**src/rtl/id_ex_stage.sv**
```systemverilog
// ID/EX pipeline register for the 5-stage RISC-V core.
// Captures register-file read data, immediate and decoded control from ID and
// presents them to EX one cycle later. Also owns the WB->ID write-through
// (the register file writes on the edge but reads combinationally), load-use
// hazard detection with bubble insertion, and flush/hold sequencing.
module id_ex_stage #(
    parameter int XLEN = 32,
    parameter int AW   = 5
) (
    input  logic            clk,
    input  logic            rst_n,

    // ID-stage instruction
    input  logic            id_valid,
    input  logic [XLEN-1:0] id_pc,
    input  logic [AW-1:0]   id_rs1,
    input  logic [AW-1:0]   id_rs2,
    input  logic [AW-1:0]   id_rd,
    input  logic            id_uses_rs1,
    input  logic            id_uses_rs2,
    input  logic [XLEN-1:0] id_rd1,
    input  logic [XLEN-1:0] id_rd2,
    input  logic [XLEN-1:0] id_imm,
    input  logic [3:0]      id_alu_op,
    input  logic            id_alu_src,
    input  logic            id_mem_read,
    input  logic            id_mem_write,
    input  logic            id_reg_write,
    input  logic            id_mem_to_reg,

    // WB write port (same signals that drive the register file)
    input  logic            wb_reg_write,
    input  logic [AW-1:0]   wb_rd,
    input  logic [XLEN-1:0] wb_wd,

    // Pipeline control
    input  logic            flush,
    input  logic            hold,
    output logic            stall,

    // EX-stage view
    output logic            ex_valid,
    output logic [XLEN-1:0] ex_pc,
    output logic [XLEN-1:0] ex_op1,
    output logic [XLEN-1:0] ex_op2,
    output logic [XLEN-1:0] ex_imm,
    output logic [AW-1:0]   ex_rs1,
    output logic [AW-1:0]   ex_rs2,
    output logic [AW-1:0]   ex_rd,
    output logic [3:0]      ex_alu_op,
    output logic            ex_alu_src,
    output logic            ex_mem_read,
    output logic            ex_mem_write,
    output logic            ex_reg_write,
    output logic            ex_mem_to_reg
);

    // ------------------------------------------------------------------
    // Registered EX state and its next-state values
    // ------------------------------------------------------------------
    logic            valid_q,      valid_d;
    logic [XLEN-1:0] pc_q,         pc_d;
    logic [XLEN-1:0] op1_q,        op1_d;
    logic [XLEN-1:0] op2_q,        op2_d;
    logic [XLEN-1:0] imm_q,        imm_d;
    logic [AW-1:0]   rs1_q,        rs1_d;
    logic [AW-1:0]   rs2_q,        rs2_d;
    logic [AW-1:0]   rd_q,         rd_d;
    logic [3:0]      alu_op_q,     alu_op_d;
    logic            alu_src_q,    alu_src_d;
    logic            mem_read_q,   mem_read_d;
    logic            mem_write_q,  mem_write_d;
    logic            reg_write_q,  reg_write_d;
    logic            mem_to_reg_q, mem_to_reg_d;

    // Combinational helpers
    logic [XLEN-1:0] op1_n;
    logic [XLEN-1:0] op2_n;
    logic            rs1_dep;
    logic            rs2_dep;
    logic            hazard;
    logic            do_bubble;
    logic            do_load;

    // Operand select: x0 reads as zero, otherwise take the value WB is
    // writing this very edge in preference to the stale register-file read.
    always_comb begin
        op1_n = id_rd1;
        if (id_rs1 == '0) begin
            op1_n = '0;
        end else if (wb_reg_write && (wb_rd == id_rs1)) begin
            op1_n = wb_wd;
        end

        op2_n = id_rd2;
        if (id_rs2 == '0) begin
            op2_n = '0;
        end else if (wb_reg_write && (wb_rd == id_rs2)) begin
            op2_n = wb_wd;
        end
    end

    // Load-use detection against the load currently sitting in EX; a load
    // into x0 never produces a usable value, so it never stalls anyone.
    always_comb begin
        rs1_dep = id_uses_rs1 && (id_rs1 == rd_q);
        rs2_dep = id_uses_rs2 && (id_rs2 == rd_q);
        hazard  = id_valid && valid_q && mem_read_q && (rd_q != '0)
                  && (rs1_dep || rs2_dep);
    end

    // Flush overrides everything so IF is free to redirect.
    assign stall = !flush && (hold || hazard);

    // Edge action selection: flush > hold > hazard > load.
    always_comb begin
        do_bubble = flush || (!hold && hazard);
        do_load   = !flush && !hold && !hazard;
    end

    // Next-state: keep by default (hold), clear on bubble, capture on load.
    always_comb begin
        valid_d      = valid_q;
        pc_d         = pc_q;
        op1_d        = op1_q;
        op2_d        = op2_q;
        imm_d        = imm_q;
        rs1_d        = rs1_q;
        rs2_d        = rs2_q;
        rd_d         = rd_q;
        alu_op_d     = alu_op_q;
        alu_src_d    = alu_src_q;
        mem_read_d   = mem_read_q;
        mem_write_d  = mem_write_q;
        reg_write_d  = reg_write_q;
        mem_to_reg_d = mem_to_reg_q;

        if (do_bubble) begin
            // Clear every field so a bubble is deterministic and its rd
            // (x0) can never match in the forwarding unit.
            valid_d      = 1'b0;
            pc_d         = '0;
            op1_d        = '0;
            op2_d        = '0;
            imm_d        = '0;
            rs1_d        = '0;
            rs2_d        = '0;
            rd_d         = '0;
            alu_op_d     = '0;
            alu_src_d    = 1'b0;
            mem_read_d   = 1'b0;
            mem_write_d  = 1'b0;
            reg_write_d  = 1'b0;
            mem_to_reg_d = 1'b0;
        end else if (do_load) begin
            valid_d      = id_valid;
            pc_d         = id_pc;
            op1_d        = op1_n;
            op2_d        = op2_n;
            imm_d        = id_imm;
            rs1_d        = id_rs1;
            rs2_d        = id_rs2;
            rd_d         = id_rd;
            alu_op_d     = id_alu_op;
            alu_src_d    = id_alu_src;
            mem_to_reg_d = id_mem_to_reg;
            // An empty ID slot may carry junk decode; strip the bits that
            // would have architectural side effects.
            mem_read_d   = id_valid && id_mem_read;
            mem_write_d  = id_valid && id_mem_write;
            reg_write_d  = id_valid && id_reg_write;
        end
    end

    // EX state register with asynchronous clear.
    always_ff @(posedge clk or negedge rst_n) begin
        if (!rst_n) begin
            valid_q      <= 1'b0;
            pc_q         <= '0;
            op1_q        <= '0;
            op2_q        <= '0;
            imm_q        <= '0;
            rs1_q        <= '0;
            rs2_q        <= '0;
            rd_q         <= '0;
            alu_op_q     <= '0;
            alu_src_q    <= 1'b0;
            mem_read_q   <= 1'b0;
            mem_write_q  <= 1'b0;
            reg_write_q  <= 1'b0;
            mem_to_reg_q <= 1'b0;
        end else begin
            valid_q      <= valid_d;
            pc_q         <= pc_d;
            op1_q        <= op1_d;
            op2_q        <= op2_d;
            imm_q        <= imm_d;
            rs1_q        <= rs1_d;
            rs2_q        <= rs2_d;
            rd_q         <= rd_d;
            alu_op_q     <= alu_op_d;
            alu_src_q    <= alu_src_d;
            mem_read_q   <= mem_read_d;
            mem_write_q  <= mem_write_d;
            reg_write_q  <= reg_write_d;
            mem_to_reg_q <= mem_to_reg_d;
        end
    end

    // Outputs come straight from registers: no id_* -> ex_* comb path.
    assign ex_valid      = valid_q;
    assign ex_pc         = pc_q;
    assign ex_op1        = op1_q;
    assign ex_op2        = op2_q;
    assign ex_imm        = imm_q;
    assign ex_rs1        = rs1_q;
    assign ex_rs2        = rs2_q;
    assign ex_rd         = rd_q;
    assign ex_alu_op     = alu_op_q;
    assign ex_alu_src    = alu_src_q;
    assign ex_mem_read   = mem_read_q;
    assign ex_mem_write  = mem_write_q;
    assign ex_reg_write  = reg_write_q;
    assign ex_mem_to_reg = mem_to_reg_q;

endmodule

```
**config.mk**
```make
export PLATFORM = sky130hd
export DESIGN_NAME = id_ex_stage
export DESIGN_NICKNAME = d
export VERILOG_FILES = /design/src/rtl/id_ex_stage.sv
export SDC_FILE = /design/constraint.sdc
export NUM_CORES = 1
export LEC_CHECK = 0
export BUFFER_PORTS_ARGS = -buffer_cell sky130_fd_sc_hd__buf_2
export CELL_PAD_IN_SITES_DETAIL_PLACEMENT = 1
export CELL_PAD_IN_SITES_GLOBAL_PLACEMENT = 2
export CORE_MARGIN = 5
export CORE_UTILIZATION = 29
export CTS_CLUSTER_DIAMETER = 200
export CTS_CLUSTER_SIZE = 30
export DETAILED_ROUTE_END_ITERATION = 12
export GPL_TIMING_DRIVEN = 0
export PLACE_DENSITY = 0.93
export SLEW_MARGIN = 20
export SYNTH_ARGS = -nofsm -noshare
export SYNTH_HDL_FRONTEND = slang
export SYNTH_SLANG_ARGS = --single-unit
```
**constraint.sdc**
```tcl
create_clock -name clk -period 3.7 [get_ports clk]
set_input_delay 0.74 -clock clk [delete_from_list [all_inputs] [get_ports clk]]
set_output_delay 0.74 -clock clk [all_outputs]
set_load 0.02 [all_outputs]
```
==> metrics.txt, run 1 <==
antenna violations before repair=7; Int Power=3.043 mW; HPWL Detailed=24,400 µm; Setup-failing EPs final=0; clk slew on worst S/H paths=70 ps; Remaining DRCs=0; Crit-path slowest cell=dfrtp_1; site row count=58; relative slew slack=41.49%; Compound-Gate Fraction of Synth Area=22.52%; worst path buffer plus inverter count=1; Flop pwr share=42.0%; drt total wl=31,010 µm; Startpoint Class=flop; routed len/inst=21.52 µm; Tightest Pin Transition=877.6 ps; Max FO, Critical Path=7; LEAKAGE=4.755 nW; initial core utilization=29.24%; layout net count=1,291; CTS Buffer Depth=2; Pwr Density=428.5 mW/mm²; largest net degree at the start of global routing=79; die area=0.02844 mm²; Logic pwr share=16.1%; Hold Fails Final Rpt=0; Psw=1.286 mW; GRT Overall Usage=21.35%; Die Span X=168.7 µm; Worst Setup Path Type=flop to primary output; final max-slew violation count=0; Hold Buf Count CTS=0; Routed Antenna Nets=0; Via density=5.034; total grt overflow=0; layout cell share with drive strength beyond 1=37.31%; main combinational cell family by area after synthesis=compound AO/OA/AOI/OAI gates; Area growth, synth to finish=38.40%; max-cap viol count=0; syn avg cell area=10.05 µm²; placed inst area=0.009492 mm²; first-pass GRT wire length=47,230 µm; Netlist Area Pre-Place=0.007300 mm²; Top Family by Delay on Critical Path=simple AND/OR/NAND/NOR gates; Buffers on Ports=348; Worst EP required=2960 ps; 1st-pass router iterations=4; mux cell area share after synthesis=8.776%; #FFs+latches synth=153; worst path cell trace=xor2_1 > nor4_1 > a32oi_2 > or2_2 > a21oi_1 > buf_2; vias in the first global route=8,038; sequential fraction of the synthesis area=52.45%; simple-gate share of the synthesized area=9.256%; Fmax achieved=295.3 MHz; commonest non-fill, non-tap cells in the layout=buf_2, nand2_1, dfrtp_1; Root Buffer=clkbuf_16; placed cell count=1,405; CP Capture Type=primary output; CTS tree=built; chip height=168.7 µm; H-tree depth=4; PnR Total Power=4.329 mW; core area=0.02496 mm²; HP Class=primary input to async pin; detailed-route via count=7,254; Clk network pwr share=41.9%; commonest non-fill, non-tap cell in the layout=buf_2; # resized after CTS=0; GP Congestion=0.8195; unrepaired setup endpoints after global routing=no; peak supply drop=0.2531 mV; CP arrival=2650 ps; XOR/XNOR Fraction of Synth Area=2.400%; Yosys cell types=27; slowest stage delay, CP=490 ps; fin area=0.01010 mm²; crit share post-route=91.51%; fin cells=1,441; status=finished clean; clk_skew=17.31 ps; syn nets=923; Num CTS Buffers=17; post-CTS setup buffer count=0; TritonCTS Sinks=153; switch share=29.70%; Cells after Synth=726; First DRT Iteration DRCs=368; Post-Synth Adder-Cell Area=0%; Yosys warning total=0; # IOs=351; minimum clock period=3386 ps; final core utilization=40.47%; Clk Latency, worst-skew pair=430 ps
## power by group through the flow
stage                     clock [mW]  combinational, mW  sequential (mW)
after CTS                       1.86              0.709             1.82
after global routing            1.95              0.758             1.83
final                           1.81              0.696             1.82
after floorplan                    0              0.223             1.96
after global placement             0              0.689             1.85
after detailed placement           0              0.707             1.85
## per-layer routing
| metal | GRT usage [%] | wire length [µm] | vias up |
|---|---|---|---|
| li1 | - | - | 3375 |
| met3 | 8.197 | 2818 | 33 |
| met4 | 5.540 | 567 | 8 |
| met5 | 0 | 57 | - |
| met2 | 37.28 | 15500 | 286 |
| met1 | 24.63 | 12060 | 3552 |
## cell usage after synthesis, drive strengths merged
master	number	share of area (%)
xor2	16	1.9
dfrtp	153	52
o2111ai	1	0.36
clkbuf	48	2.5
and3	2	0.17
o21ai	4	0.27
inv	2	0.10
o211ai	86	9.0
mux2i	64	8.8
a32oi	1	0.22
a21oi	86	5.9
buf	26	2.0
nand2	155	8.0
o31ai	63	6.5
or4	3	0.36
xnor2	4	0.48
or2	1	0.086
nor2	3	0.15
a32o	1	0.14
and2	1	0.086
o41ai	1	0.12
nor2b	1	0.086
nor4	4	0.34
## kinds of logic (layout without fill, tap and decap cells)
| group | Yosys count | count (layout) |
|---|---|---|
| other | 0 | 4 |
| AO/OA/AOI/OAI | 243 | 243 |
| XOR/XNOR | 20 | 20 |
| multiplexers | 64 | 64 |
| flip-flops | 153 | 153 |
| AND/OR/NAND/NOR | 170 | 170 |
| buffers and inverters | 76 | 457 |
## path summary, 6_finish.rpt
kind                                         from                       end  slack (ps)  cells after the start
min                                         rst_n    ex_op1[26]$_DFFE_PN0P_         280                      1
max reg2reg                  ex_rd[2]$_DFFE_PN0P_    ex_op1[29]$_DFFE_PN0P_        1270                      6
max in group asynchronous                   rst_n  ex_alu_op[1]$_DFFE_PN0P_        2600                      2
min in group clk           ex_op1[28]$_DFFE_PN0P_    ex_op1[28]$_DFFE_PN0P_         470                      2
max                          ex_rd[2]$_DFFE_PN0P_                     stall         310                      6
min reg2reg                ex_op1[28]$_DFFE_PN0P_    ex_op1[28]$_DFFE_PN0P_         470                      2
## metrics by stage
stage | worst slack (ps) | TNS [ps] | hold WS, ps
floorplan | 823.7 | 0 | 444.4
global placement | -601.0 | -89620 | 455.6
detailed placement | 352.6 | 0 | 460.4
CTS | 243.7 | 0 | 299.8
global route | 160.4 | 0 | 302.3
finish | 314.0 | 0 | 276.5
## area by class of cell
| type | count | area [µm²] |
|---|---|---|
| antenna | 4 | 10.01 |
| clock inverter | 14 | 161.4 |
| buffer | 74 | 327.8 |
| timing repair buffer | 349 | 1779 |
| clock buffer | 18 | 439.2 |
| fill | 3009 | 14860 |
| multi-input combinational | 497 | 3136 |
| sequential | 153 | 3829 |
| tap | 330 | 412.9 |
| inverter | 2 | 7.507 |
(Power assumes the default switching activity.)
==> run 2: changes to the inputs <==
Settings changed: CORE_UTILIZATION 29 to 24, PLACE_DENSITY 0.93 to 0.83.
Clock period 3.7 ns to 2.75 ns, I/O delays scaled along.
==> run 2 against run 1 <==
Against the previous run: clock power up 38%; highest routed layer unchanged; worst setup slack worse by 210 ps; via count down 1.1%.
==> metrics.txt, run 2 (synthesis results as in run 1) <==
status=finished clean (unchanged); fin cells=1,503 (was 1,441); Routed Antenna Nets=0 (unchanged); LEAKAGE=4.776 nW (was 4.755 nW); CTS tree=built (unchanged); Hold Buf Count CTS=0 (unchanged); chip height=184.4 µm (was 168.7 µm); HP Class=primary input to async pin (unchanged); final core utilization=34.44% (was 40.47%); peak supply drop=0.2978 mV (was 0.2531 mV); minimum clock period=2648 ps; Via density=4.775 (was 5.034); CP Capture Type=primary output (unchanged); HPWL Detailed=25,770 µm (was 24,400 µm); CTS Buffer Depth=2 (unchanged); die area=0.03400 mm² (was 0.02844 mm²); vias in the first global route=7,860 (was 8,038); Pwr Density=575.4 mW/mm² (was 428.5 mW/mm²); max-cap viol count=0 (unchanged); GRT Overall Usage=18.57% (was 21.35%); Area growth, synth to finish=40.59% (was 38.40%); Setup-failing EPs final=0 (unchanged); antenna violations before repair=9 (was 7); WHS=87.81 ps (was 276.5 ps); layout cell share with drive strength beyond 1=38.29% (was 37.31%); Die Span X=184.4 µm (was 168.7 µm); Max FO, Critical Path=5 (was 7); site row count=63 (was 58); Worst EP required=2200 ps (was 2960 ps); Startpoint Class=flop (unchanged); Num CTS Buffers=17 (unchanged); first-pass GRT wire length=48,210 µm (was 47,230 µm); detailed-route via count=7,177 (was 7,254); First DRT Iteration DRCs=359 (was 368); CP arrival=2100 ps (was 2650 ps); core area=0.02980 mm² (was 0.02496 mm²); routed len/inst=21.79 µm (was 21.52 µm); largest net degree at the start of global routing=83 (was 79); clk_skew=14.44 ps (was 17.31 ps); clk slew on worst S/H paths=70 ps (about the same); initial core utilization=24.50% (was 29.24%); total grt overflow=0 (unchanged); Fill cells=3,556 (was 3,009); layout net count=1,296 (was 1,291); GP Congestion=0.7818 (was 0.8195); unrepaired setup endpoints after global routing=yes (was no); Worst Setup Path Type=flop to primary output (unchanged); Root Buffer=clkbuf_16 (unchanged); 1st-pass router iterations=4 (unchanged); Remaining DRCs=0 (unchanged); drt total wl=32,760 µm (was 31,010 µm); H-tree depth=4 (unchanged); Hold Fails Final Rpt=0 (unchanged); Tightest Pin Transition=702.5 ps (was 877.6 ps); placed cell count=1,465 (was 1,405); Fmax achieved=377.6 MHz; Clk Latency, worst-skew pair=420 ps (was 430 ps); Buffers on Ports=348 (unchanged); final max-slew violation count=0 (unchanged); commonest non-fill, non-tap cells in the layout=buf_2, nand2_1, dfrtp_1 (unchanged); TritonCTS Sinks=153 (unchanged); crit share post-route=96.30%; commonest non-fill, non-tap cell in the layout=buf_2 (unchanged); # IOs=351 (unchanged); relative slew slack=53.17% (was 41.49%)
## run 2: report_power, final
part	switching, mW	total, mW	internal, mW
registers	0.0751	2.45	2.37
logic	0.613	0.953	0.341
clock network	1.04	2.50	1.46
## run 2: routing by layer
metal | track usage, % | routed length, µm | share of wire, % | vias to the layer above
met5 | 0 | 82 | 0.25 | -
met1 | 22.20 | 13330 | 41 | 3486
met3 | 6.947 | 3059 | 9.3 | 31
met2 | 31.70 | 15760 | 48 | 278
li1 | - | - | - | 3370
met4 | 4.644 | 519 | 1.6 | 12
## run 2: final timing paths
| check | start | endpoint | slack, ps | depth (start not counted) |
|---|---|---|---|---|
| worst max register to register | ex_rd[0]$_DFFE_PN0P_ | ex_rd[4]$_DFFE_PN0P_ | 430 | 6 |
| max in group asynchronous | rst_n | ex_rd[4]$_DFFE_PN0P_ | 1770 | 2 |
| min in group clk | id_reg_write | ex_reg_write$_DFFE_PN0P_ | 370 | 3 |
| worst min register to register | ex_op2[24]$_DFFE_PN0P_ | ex_op2[24]$_DFFE_PN0P_ | 470 | 2 |
| worst min-delay path | rst_n | ex_op2[19]$_DFFE_PN0P_ | 90 | 1 |
| worst max-delay path | ex_rd[2]$_DFFE_PN0P_ | stall | 100 | 6 |
## run 2: worst max-delay path, stage by stage (launching register included)
cell     delay [ps]
dfrtp_2         460
xor2_1          180
nor4_2          290
a32oi_2         170
or2_4           310
a21oi_4         130
buf_6           130
## run 2: area by class of cell
class | count | area [µm²] | share of cell area (%)
sequential | 153 | 3834 | 37.36
clock inverter | 12 | 165.2 | 1.609
antenna | 3 | 7.507 | 0.07315
multi-input combinational | 497 | 3169 | 30.88
buffer | 74 | 329.1 | 3.207
tap | 390 | 488.0 | 4.755
clock buffer | 18 | 439.2 | 4.279
timing repair buffer | 354 | 1823 | 17.76
inverter | 2 | 7.507 | 0.07315
## run 2: what timing repair did
action	4_1_cts	5_1_grt
gates resized for setup	10	3
endpoints found under the setup margin	1	1
buffers inserted	3	2
pin swaps	4	5
## run 2: metrics by stage
| stage | cell area [µm²] | TNS [ps] | setup WS [ps] | total power, mW |
|---|---|---|---|---|
| after global placement | 9529 | -216240 | -1414 | 3.429 |
| after global routing | 10260 | -17.19 | -17.19 | 6.188 |
| final | 10260 | 0 | 101.7 | 5.905 |
| after detailed placement | 9567 | -2469 | -272.3 | 3.455 |
| after CTS | 10220 | 0 | 10.01 | 5.994 |
| after floorplan | 7300 | 0 | 253.7 | 2.938 |
==> run 3: changes to the inputs <==
Settings changed: RECOVER_POWER from default to 50.
==> run 3 against run 2 <==
Against the previous run: the flow now finishes with violations (capacitance limit, slew limit); flip-flop and latch count unchanged; power shrank 0.36%; combinational power down 2.3%; cell count did not move; fmax hardly changed; via count grew 0.31%; critical path type unchanged.
==> metrics.txt, run 3 (synthesis results as in run 1) <==
Startpoint Class=flop (unchanged); routed len/inst=21.80 µm (was 21.79 µm); relative slew slack=-28.93% (was 53.17%); antenna violations before repair=9 (unchanged); core area=0.02980 mm² (unchanged); Via density=4.790 (was 4.775); failing checks=capacitance limit, slew limit; worst path buffer plus inverter count=1 (unchanged); Fin Setup TNS=0 ps (unchanged); clk slew on worst S/H paths=70 ps (about the same); Fmax achieved=377.7 MHz (was 377.6 MHz); largest net degree at the start of global routing=83 (unchanged); max-cap viol count=1 (was 0); vias in the first global route=7,860 (unchanged); HPWL Detailed=25,770 µm (unchanged); Remaining DRCs=0 (unchanged); dpl ws=-272.3 ps (unchanged); detailed-route via count=7,199 (was 7,177); Top Family by Delay on Critical Path=simple AND/OR/NAND/NOR gates (unchanged); minimum clock period=2647 ps (was 2648 ps); Setup-failing EPs final=0 (unchanged); Root Buffer=clkbuf_16 (unchanged); First DRT Iteration DRCs=357 (was 359); Psw=1.731 mW (was 1.730 mW); CP arrival=2100 ps (about the same); die area=0.03400 mm² (unchanged); worst setup path startpoint=ex_rd[2]$_DFFE_PN0P_ (unchanged); commonest non-fill, non-tap cell in the layout=buf_2 (unchanged); GRT Overall Usage=18.57% (unchanged); layout net count=1,296 (unchanged); H-tree depth=4 (unchanged); Int Power=4.153 mW (was 4.175 mW); layout cell share with drive strength beyond 1=31.44% (was 38.29%); drt total wl=32,770 µm (was 32,760 µm); Buffers on Ports=348 (unchanged); unrepaired setup endpoints after global routing=yes (unchanged); Num CTS Buffers=17 (unchanged); total grt overflow=0 (unchanged); CTS Buffer Depth=2 (unchanged); site row count=63 (unchanged); status=finished, violations left (was finished clean); Crit-path slowest cell=dfrtp_2 (unchanged); chip height=184.4 µm (unchanged); Clk Latency, worst-skew pair=420 ps (about the same); final core utilization=34.03% (was 34.44%); peak supply drop=0.2990 mV (was 0.2978 mV); LEAKAGE=4.469 nW (was 4.776 nW); Worst R2R Start=ex_rd[0]$_DFFE_PN0P_ (unchanged); commonest non-fill, non-tap cells in the layout=buf_2, nand2_1, dfrtp_1 (unchanged); Logic pwr share=15.8% (was 16.1%); Setup WS post-layout=102.7 ps (was 101.7 ps); crit share post-route=96.26% (was 96.30%); # IOs=351 (unchanged); Die Span X=184.4 µm (unchanged); clk_skew=14.13 ps (was 14.44 ps); Pwr Density=580.2 mW/mm² (was 575.4 mW/mm²); slowest stage delay, CP=460 ps (about the same); Hold Crit Start=id_reg_write; Routed Antenna Nets=0 (unchanged); final max-slew violation count=73 (was 0); first-pass GRT wire length=48,210 µm (unchanged); Max FO, Critical Path=5 (unchanged); 1st-pass router iterations=4 (unchanged); CTS tree=built (unchanged); worst path cell trace=xor2_1 > nor4_2 > a32oi_2 > or2_4 > a21oi_4 > buf_6 (unchanged); Worst EP required=2200 ps (about the same); Worst Setup Path Type=flop to primary output (unchanged); CP Capture Type=primary output (unchanged); HP Class=primary input to flop (was primary input to async pin); Tightest Pin Transition=1934 ps (was 702.5 ps); GP Congestion=0.7818 (unchanged); Clk network pwr share=42.5% (was 42.4%); Hold Fails Final Rpt=0 (unchanged); Area growth, synth to finish=38.93% (was 40.59%); Hold Buf Count CTS=0 (unchanged); initial core utilization=24.50% (unchanged); TritonCTS Sinks=153 (unchanged); Flop pwr share=41.7% (was 41.5%); switch share=29.42% (was 29.30%)
## run 3: changes by cell type in the layout (fill, tap and decap cells not counted), sizes merged
cell / delta
buf: -77
clkbuf: +77
## run 3: cell type report
| cell class | count | area, µm² |
|---|---|---|
| multi-input combinational | 497 | 3169 |
| clock buffer | 18 | 439.2 |
| antenna | 3 | 7.507 |
| clock inverter | 12 | 165.2 |
| fill | 3586 | 19660 |
| inverter | 2 | 7.507 |
| buffer | 74 | 329.1 |
| timing repair buffer | 354 | 1702 |
| tap | 390 | 488.0 |
| sequential | 153 | 3834 |
## run 3: layer usage
metal	vias to the layer above	global-route usage (%)	wire, µm
li1	3368	-	-
met1	3500	22.20	13250
met2	288	31.70	15770
met3	31	6.947	3154
met4	12	4.644	518
met5	-	0	82
## run 3: repair_timing
item	in CTS	in global routing
setup buffers	3	2
endpoints found under the setup margin	1	1
pin swaps	4	5
resized for setup	10	3
## run 3: metrics by stage
stage,hold WS (ps),instance area (µm²),instances,power (mW)
after global placement,453.6,9529,1464,3.429
after global routing,374.6,10140,1502,6.169
after detailed placement,461.5,9567,1465,3.455
final,374.4,10140,1503,5.884
after floorplan,254.4,7300,726,2.938
after CTS,99.29,10220,1498,5.994
## run 3: power groups by stage
stage / combinational (mW) / clock [mW] / sequential, mW
final: 0.931 / 2.50 / 2.45
after global routing: 1.02 / 2.68 / 2.47
after CTS: 0.971 / 2.57 / 2.45
after detailed placement: 0.962 / 0 / 2.49
after global placement: 0.943 / 0 / 2.49
after floorplan: 0.300 / 0 / 2.64
## run 3: worst register-to-register path: stages, from the launching register on
cell       delay, ps
dfrtp_1          460
or4_4            590
o2111ai_4        220
buf_4            210
clkbuf_1         440
o211ai_1         160
a21oi_1          160
## run 3: worst paths after layout
kind	to	slack [ps]	cells past startpoint
max reg2reg	ex_rd[4]$_DFFE_PN0P_	440	6
min in group asynchronous	ex_op2[20]$_DFFE_PN0P_	630	1
min	ex_reg_write$_DFFE_PN0P_	370	3
max	stall	100	6
min reg2reg	ex_op2[24]$_DFFE_PN0P_	470	2
max in group asynchronous	ex_rd[4]$_DFFE_PN0P_	450	2
